### config.mk
export PLATFORM = sky130hd
export DESIGN_NAME = char_row_serializer
export DESIGN_NICKNAME = d
export VERILOG_FILES = /design/src/rtl/trs_video_pkg.sv /design/src/rtl/char_row_serializer_glyph_fifo.sv /design/src/rtl/char_row_serializer.sv
export SDC_FILE = /design/constraint.sdc
export NUM_CORES = 1
export LEC_CHECK = 0
export CORE_MARGIN = 5
export CORE_UTILIZATION = 50
export DETAILED_ROUTE_END_ITERATION = 16
export GPL_ROUTABILITY_DRIVEN = 0
export GPL_TIMING_DRIVEN = 0
export PLACE_DENSITY_LB_ADDON = 0.05
export SLEW_MARGIN = 20
export SYNTH_ARGS = -nofsm -noshare
export SYNTH_HDL_FRONTEND = slang
export SYNTH_SLANG_ARGS = --single-unit
### constraint.sdc
create_clock -name clk -period 2.2 [get_ports clk]
set_input_delay 0.22 -clock clk [delete_from_list [all_inputs] [get_ports clk]]
set_output_delay 0.22 -clock clk [all_outputs]
set_load 0.05 [all_outputs]
### src/rtl/trs_video_pkg.sv
// Shared constants, tag type and helpers for the character-row video path.
package trs_video_pkg;

  localparam int unsigned GLYPH_W     = 6;
  localparam int unsigned GLYPH_ROWS  = 12;
  localparam int unsigned ROM_AW      = 10;
  localparam int unsigned ROM_LATENCY = 2;

  // Last glyph row that carries text pixels; rows beyond it render blank.
  localparam logic [3:0] TEXT_LAST_ROW = 4'd7;

  // Graphics block row groups: top, middle, bottom (inclusive last rows).
  localparam logic [3:0] GFX_TOP_LAST = 4'd3;
  localparam logic [3:0] GFX_MID_LAST = 4'd7;
  localparam logic [3:0] GFX_BOT_LAST = 4'(GLYPH_ROWS - 1);

  typedef logic [GLYPH_W-1:0] glyph_row_t;

  // Sideband travelling alongside the ROM read.
  typedef struct packed {
    logic       valid;
    logic       blank;
    logic       gfx;
    logic [1:0] gfx_bits;  // [0] = left half lit, [1] = right half lit
  } row_tag_t;

  // Select the left/right block bits for the row group containing 'row'.
  function automatic logic [1:0] gfx_pair(input logic [5:0] code, input logic [3:0] row);
    if (row <= GFX_TOP_LAST) begin
      return code[1:0];
    end else if (row <= GFX_MID_LAST) begin
      return code[3:2];
    end
    return code[5:4];
  endfunction

  // Expand a left/right pair into a 6-pixel row (left = pixels 5..3).
  function automatic glyph_row_t gfx_row(input logic [1:0] bits);
    return {{3{bits[0]}}, {3{bits[1]}}};
  endfunction

endpackage

### src/rtl/char_row_serializer_glyph_fifo.sv
// glyph_fifo: small circular buffer of glyph-row results with full/empty/count.
module glyph_fifo
  import trs_video_pkg::*;
#(
  parameter int unsigned DEPTH = 3,
  parameter int unsigned WIDTH = GLYPH_W,
  parameter int unsigned CNT_W = $clog2(DEPTH + 1)
) (
  input  logic             clk_i,
  input  logic             rst_i,
  input  logic             wr_en_i,
  input  logic [WIDTH-1:0] wr_data_i,
  input  logic             rd_en_i,
  output logic [WIDTH-1:0] rd_data_o,
  output logic             full_o,
  output logic             empty_o,
  output logic [CNT_W-1:0] count_o
);

  localparam int unsigned PTR_W = (DEPTH > 1) ? $clog2(DEPTH) : 1;

  logic [WIDTH-1:0] mem_q [DEPTH];
  logic [PTR_W-1:0] wr_ptr_q, wr_ptr_d;
  logic [PTR_W-1:0] rd_ptr_q, rd_ptr_d;
  logic [CNT_W-1:0] count_q, count_d;
  logic             do_wr, do_rd;

  function automatic logic [PTR_W-1:0] ptr_inc(input logic [PTR_W-1:0] p);
    return (p == PTR_W'(DEPTH - 1)) ? '0 : p + PTR_W'(1);
  endfunction

  assign full_o    = (count_q == CNT_W'(DEPTH));
  assign empty_o   = (count_q == '0);
  assign count_o   = count_q;
  assign rd_data_o = mem_q[rd_ptr_q];
  assign do_wr     = wr_en_i && !full_o;
  assign do_rd     = rd_en_i && !empty_o;

  // Next pointer and occupancy values.
  always_comb begin
    wr_ptr_d = do_wr ? ptr_inc(wr_ptr_q) : wr_ptr_q;
    rd_ptr_d = do_rd ? ptr_inc(rd_ptr_q) : rd_ptr_q;
    count_d  = count_q;
    if (do_wr && !do_rd) begin
      count_d = count_q + CNT_W'(1);
    end else if (!do_wr && do_rd) begin
      count_d = count_q - CNT_W'(1);
    end
  end

  // Pointer/count state; reset empties the buffer.
  always_ff @(posedge clk_i or posedge rst_i) begin
    if (rst_i) begin
      wr_ptr_q <= '0;
      rd_ptr_q <= '0;
      count_q  <= '0;
    end else begin
      wr_ptr_q <= wr_ptr_d;
      rd_ptr_q <= rd_ptr_d;
      count_q  <= count_d;
    end
  end

  // Storage; contents are only observed through count, so no reset needed.
  always_ff @(posedge clk_i) begin
    if (do_wr) begin
      mem_q[wr_ptr_q] <= wr_data_i;
    end
  end

endmodule

### src/rtl/char_row_serializer.sv
// char_row_serializer: accepts character-row requests, reads the font ROM
// with fixed latency, buffers glyph rows and shifts them out one pixel per
// pix_ce. Optional macro GRAPHICS_CHARS_EN enables 2x3 block graphics for
// codes 0x80..0xBF; without it req_char[7] is ignored.
module char_row_serializer
  import trs_video_pkg::*;
#(
  parameter int unsigned FIFO_DEPTH = 3
) (
  input  logic        clk,
  input  logic        reset,
  input  logic        req_valid,
  output logic        req_ready,
  input  logic [7:0]  req_char,
  input  logic [3:0]  req_row,
  output logic [9:0]  rom_ad,
  output logic        rom_ce,
  output logic        rom_oce,
  input  logic [5:0]  rom_dout,
  input  logic        pix_ce,
  output logic        pixel,
  output logic        pixel_valid,
  output logic        underrun
);

  localparam int unsigned CNT_W   = $clog2(FIFO_DEPTH + 1);
  localparam int unsigned OCC_W   = $clog2(FIFO_DEPTH + ROM_LATENCY + 1);
  localparam int unsigned LEFT_W  = $clog2(GLYPH_W + 1);
  localparam int unsigned LAST_ST = ROM_LATENCY - 1;

  logic             run_q;
  logic             accept;
  logic             is_gfx;
  row_tag_t         req_tag;
  row_tag_t         tag_q [ROM_LATENCY];
  logic [OCC_W-1:0] occupancy;

  logic             fifo_wr, fifo_rd, fifo_full, fifo_empty;
  glyph_row_t       fifo_wdata, fifo_head;
  logic [CNT_W-1:0] fifo_count;

  glyph_row_t       shift_q, shift_d;
  logic [LEFT_W-1:0] left_q, left_d;

`ifdef GRAPHICS_CHARS_EN
  assign is_gfx = (req_char[7:6] == 2'b10);
`else
  logic unused_code_msb;
  assign is_gfx          = 1'b0;
  assign unused_code_msb = req_char[7];
`endif

  assign req_ready = run_q && (occupancy < OCC_W'(FIFO_DEPTH));
  assign accept    = req_valid && req_ready;
  assign rom_ad    = {req_char[6:0], req_row[2:0]};
  assign rom_ce    = accept;
  assign rom_oce   = 1'b1;

  // Goes high on the first edge after reset releases, opening the request port.
  always_ff @(posedge clk or posedge reset) begin
    if (reset) begin
      run_q <= 1'b0;
    end else begin
      run_q <= 1'b1;
    end
  end

  // Classify the incoming request; blank rows still occupy a pipeline slot.
  always_comb begin
    req_tag          = '0;
    req_tag.valid    = accept;
    req_tag.gfx      = is_gfx;
    req_tag.gfx_bits = gfx_pair(req_char[5:0], req_row);
    req_tag.blank    = (req_row > GFX_BOT_LAST) || (!is_gfx && (req_row > TEXT_LAST_ROW));
  end

  // Tag pipeline matching the ROM read latency.
  always_ff @(posedge clk or posedge reset) begin
    if (reset) begin
      for (int unsigned i = 0; i < ROM_LATENCY; i++) begin
        tag_q[i] <= '0;
      end
    end else begin
      tag_q[0] <= req_tag;
      for (int unsigned i = 1; i < ROM_LATENCY; i++) begin
        tag_q[i] <= tag_q[i-1];
      end
    end
  end

  // Requests in flight plus buffered rows bound the request port.
  always_comb begin
    occupancy = OCC_W'(fifo_count);
    for (int unsigned i = 0; i < ROM_LATENCY; i++) begin
      occupancy = occupancy + OCC_W'(tag_q[i].valid);
    end
  end

  // Choose the row written into the buffer when the ROM result lands.
  always_comb begin
    fifo_wdata = rom_dout;
    if (tag_q[LAST_ST].blank) begin
      fifo_wdata = '0;
    end else if (tag_q[LAST_ST].gfx) begin
      fifo_wdata = gfx_row(tag_q[LAST_ST].gfx_bits);
    end
  end

  assign fifo_wr = tag_q[LAST_ST].valid && !fifo_full;

  glyph_fifo #(
    .DEPTH (FIFO_DEPTH),
    .WIDTH (GLYPH_W),
    .CNT_W (CNT_W)
  ) u_fifo (
    .clk_i     (clk),
    .rst_i     (reset),
    .wr_en_i   (fifo_wr),
    .wr_data_i (fifo_wdata),
    .rd_en_i   (fifo_rd),
    .rd_data_o (fifo_head),
    .full_o    (fifo_full),
    .empty_o   (fifo_empty),
    .count_o   (fifo_count)
  );

  assign pixel_valid = (left_q != '0);
  assign pixel       = pixel_valid && shift_q[GLYPH_W-1];
  assign underrun    = run_q && pix_ce && !pixel_valid;

  // Shifter: advance on pix_ce; reload when idle or on the last pixel so
  // consecutive rows stay gapless.
  always_comb begin
    shift_d = shift_q;
    left_d  = left_q;
    fifo_rd = 1'b0;
    if (pix_ce && pixel_valid) begin
      shift_d = {shift_q[GLYPH_W-2:0], 1'b0};
      left_d  = left_q - LEFT_W'(1);
    end
    if ((!pixel_valid || (pix_ce && (left_q == LEFT_W'(1)))) && !fifo_empty) begin
      shift_d = fifo_head;
      left_d  = LEFT_W'(GLYPH_W);
      fifo_rd = 1'b1;
    end
  end

  // Shifter state.
  always_ff @(posedge clk or posedge reset) begin
    if (reset) begin
      shift_q <= '0;
      left_q  <= '0;
    end else begin
      shift_q <= shift_d;
      left_q  <= left_d;
    end
  end

endmodule

==> results by group <==
Outcome
  • Outcome: finished, final reports clean

Timing
  • Final setup fails: 0
  • Final worst slack: 63.58 ps
  • Setup TNS: 0 ps
  • Max_slew headroom: 35.68%
  • Crit share post-route: 97.11%
  • Max frequency: 468.1 MHz
  • Clock Skew: 12.01 ps
  • Final Slew Violations: 0
  • Post-layout minimum cycle time: 2136 ps
  • Final count of hold timing violations: 0
  • RSZ-0062 raised after global routing: yes
  • Slew @ Worst Pin: 962.8 ps

Synth
  • Syn Area/Cell: 12.91 um^2
  • Sequential share of the synthesized area: 57.58%
  • Synth warnings: 0
  • Post-synth EDFFs: 18
  • Post-synthesis instance area: 0.001808 mm^2
  • FFs w/ async S/R, synth: 52.63%
  • Largest family of logic cells by synthesized area: compound AO/OA/AOI/OAI gates
  • XOR/XNOR Fraction of Synth Area: 1.453%
  • Post-Synth Simple-Gate Area: 9.412%
  • Synthesized instance count: 140
  • Top FF cell, synth: dfrtp_1
  • Synth Register Bits: 38
  • Post-Synth Adder-Cell Area: 4.567%
  • Synth cell types: 41
  • Post-synthesis compound-gate area fraction: 13.49%
  • Post-synthesis mux area share: 5.121%

Die
  • Initial core utilization: 52.93%
  • Die width: 70.13 um
  • Row cnt: 21
  • I/O pin cnt: 38
  • Core Area: 0.003416 mm^2
  • Die Span Y: 70.13 um
  • Die ar.: 0.004918 mm^2

Pwr
  • Sw Share: 38.48%
  • Switching power: 1.031 mW
  • Power share of the clock group: 13.9%
  • PD cells: 1196 mW/mm^2
  • Final Power: 2.680 mW
  • Reg power frac: 40.6%
  • Max IR drop VDD: 0.9729 mV
  • Logic gate share of total power: 45.6%
  • Cell Int Power: 1.649 mW
  • P_leak: 0.9258 nW

Worst setup path
  • CP Launch Type: flip-flop
  • CP arrival: 1920 ps
  • Reg2reg start: u_fifo.count_o[0]
  • Worst setup path start: tag_q[4]
  • Worst-path cell chain: fa_2 -> ha_4 -> a211oi_4 -> and2_4 -> buf_8
  • Critical Path Sink Type: primary output
  • Slowest CP cell: dfrtp_1
  • Crit-path max cell delay: 410 ps
  • Worst EP required: 1980 ps
  • CP Max Fanout: 2
  • Critical path type: flip-flop to primary output

Placed design
  • Pre-CTS WS: -320.1 ps
  • HPWL after detailed placement: 2458 um
  • Placed inst area: 0.002141 mm^2
  • # port buffers: 23

Global routing
  • Initial antenna violation count: 0
  • Largest net degree at the start of global routing: 21
  • Vias in the first global route: 1,184
  • GRT Total Usage: 15.05%
  • Global-route wire length before repair: 5768 um
  • GRT overflow: 0

Clocking
  • Root buffer cell: clkbuf_4
  • CTS tree: built
  • H-tree depth: 2
  • Clk buf depth: 2
  • Clock-pin slew on the worst setup and hold paths: 110 ps
  • CTS Buf Count: 5
  • CTS sink count: 38
  • Clk_lat worst skew: 340 ps

Final layout
  • Diodes inserted: 0
  • Final nets: 203
  • Design Area, Final: 0.002241 mm^2
  • Share of cells above drive strength 1: 28.41%
  • Layout area overhead: 23.94%
  • Post-layout util: 65.60%

Drt
  • 1st-pass router iterations: 4
  • DRC: 0
  • Via density: 5.369
  • Final wirelength: 3413 um
  • Detailed-route wire length per cell: 15.37 um
  • Vias: 1,192
  • DRT iter0 DRCs: 62
  • Routed Antenna Nets: 0

Min path
  • Hold path startpoint: pix_ce
  • Worst min path class: input port to flip-flop

Flow run
  • Max cap viols: 0
[metal layers]
layer	part of all wire, %	track usage (%)
met1	43	18.98
met2	48	24.03
met3	8.1	6.600
met4	0.35	3.191
met5	0	0
[critical path: cells and delay by family (launching register included)]
kind                       cells  cell delay (ps)
AOI/OAI and AO/OA              1              210
adders and majority gates      2              640
buffers and inverters          1              140
DFF                            1              410
and+or+nand+nor                1              190
[Yosys cell counts (all sizes together) (2+ instances only)]
cell	instances	share of area, %
a21o	3	1.3
mux2	6	4.6
buf	15	6.3
a31oi	6	2.1
and2	7	2.4
xor2	2	0.97
inv	7	1.5
dfrtp	20	28
a2111oi	5	2.8
edfxtp	18	30
nor3b	2	0.83
nor3	2	0.55
ha	5	3.5
nor2b	6	2.1
o21ai	11	3.0
nand3	6	1.7
[registers in the layout, indices dropped and copies added, names as in the netlist]
signal           cells
u_fifo.count_o       2
shift_q              6
left_q               3
u_fifo.wr_ptr_q      2
u_fifo.rd_ptr_q      2
tag_q                4
u_fifo.mem_q        18
run_q                1
[power groups by stage]
stage	sequential [mW]	combinational (mW)	clock [mW]
after floorplan	1.07	0.925	0
after global placement	1.10	1.14	0
after detailed placement	1.11	1.18	0
after CTS	1.09	1.17	0.379
after global routing	1.11	1.33	0.414
final	1.09	1.22	0.371
[cell type report]
class                      instances  area [um^2]
buffer                            16        117.6
clock buffer                       7        55.05
clock inverter                     1        5.005
fill                             276         1175
inverter                           8        32.53
multi-input combinational         79        674.4
sequential                        38         1042
tap                               46        57.56
timing repair buffer              27        256.5
[logic make-up (layout without fill, tap and decap cells)]
logic type | Yosys count | count (layout)
XOR/XNOR | 3 | 3
adder cells (fa/ha/maj) | 6 | 6
multiplexers | 7 | 7
AND/OR/NAND/NOR | 29 | 29
flip-flops | 38 | 38
other | 1 | 2
AO/OA/AOI/OAI | 32 | 32
buffers and inverters | 24 | 59
[final timing paths]
kind | end | slack (ps) | depth (start not counted)
worst min register to register | tag_q[3] | 400 | 0
worst max-delay path | rom_ce | 60 | 5
max in group asynchronous | u_fifo.count_o[0] | 1360 | 2
worst max register to register | u_fifo.mem_q[2][1] | 190 | 3
worst min-delay path | left_q[0] | 240 | 3
min in group asynchronous | left_q[2] | 300 | 2
[repair_timing]
action / in CTS / in global routing
gates resized for setup: 27 / 7
hold buffers: 1 / 0
endpoints found under the hold margin: 1 / 0
setup buffers: 0 / 3
endpoints found under the setup margin: 5 / 5
[stage by stage]
step,hold slack (ps),cells
2_1_floorplan,183.8,141
3_3_place_gp,323.0,210
3_5_place_dp,342.4,210
4_1_cts,238.2,219
5_1_grt,249.8,222
6_report,241.3,222
[cells in the final DEF (no fill, tap or decap), types with 5 or more instances in the layout]
cell             instances
edfxtp_1                18
inv_1                    7
and2_1                   6
buf_4                   17
clkdlybuf4s50_1         18
dfrtp_1                 19
clkbuf_4                 5
nand3_1                  6
nor2b_1                  6
a31oi_1                  6
o21ai_0                  9
Note: power is estimated with default switching activity, not from simulation.
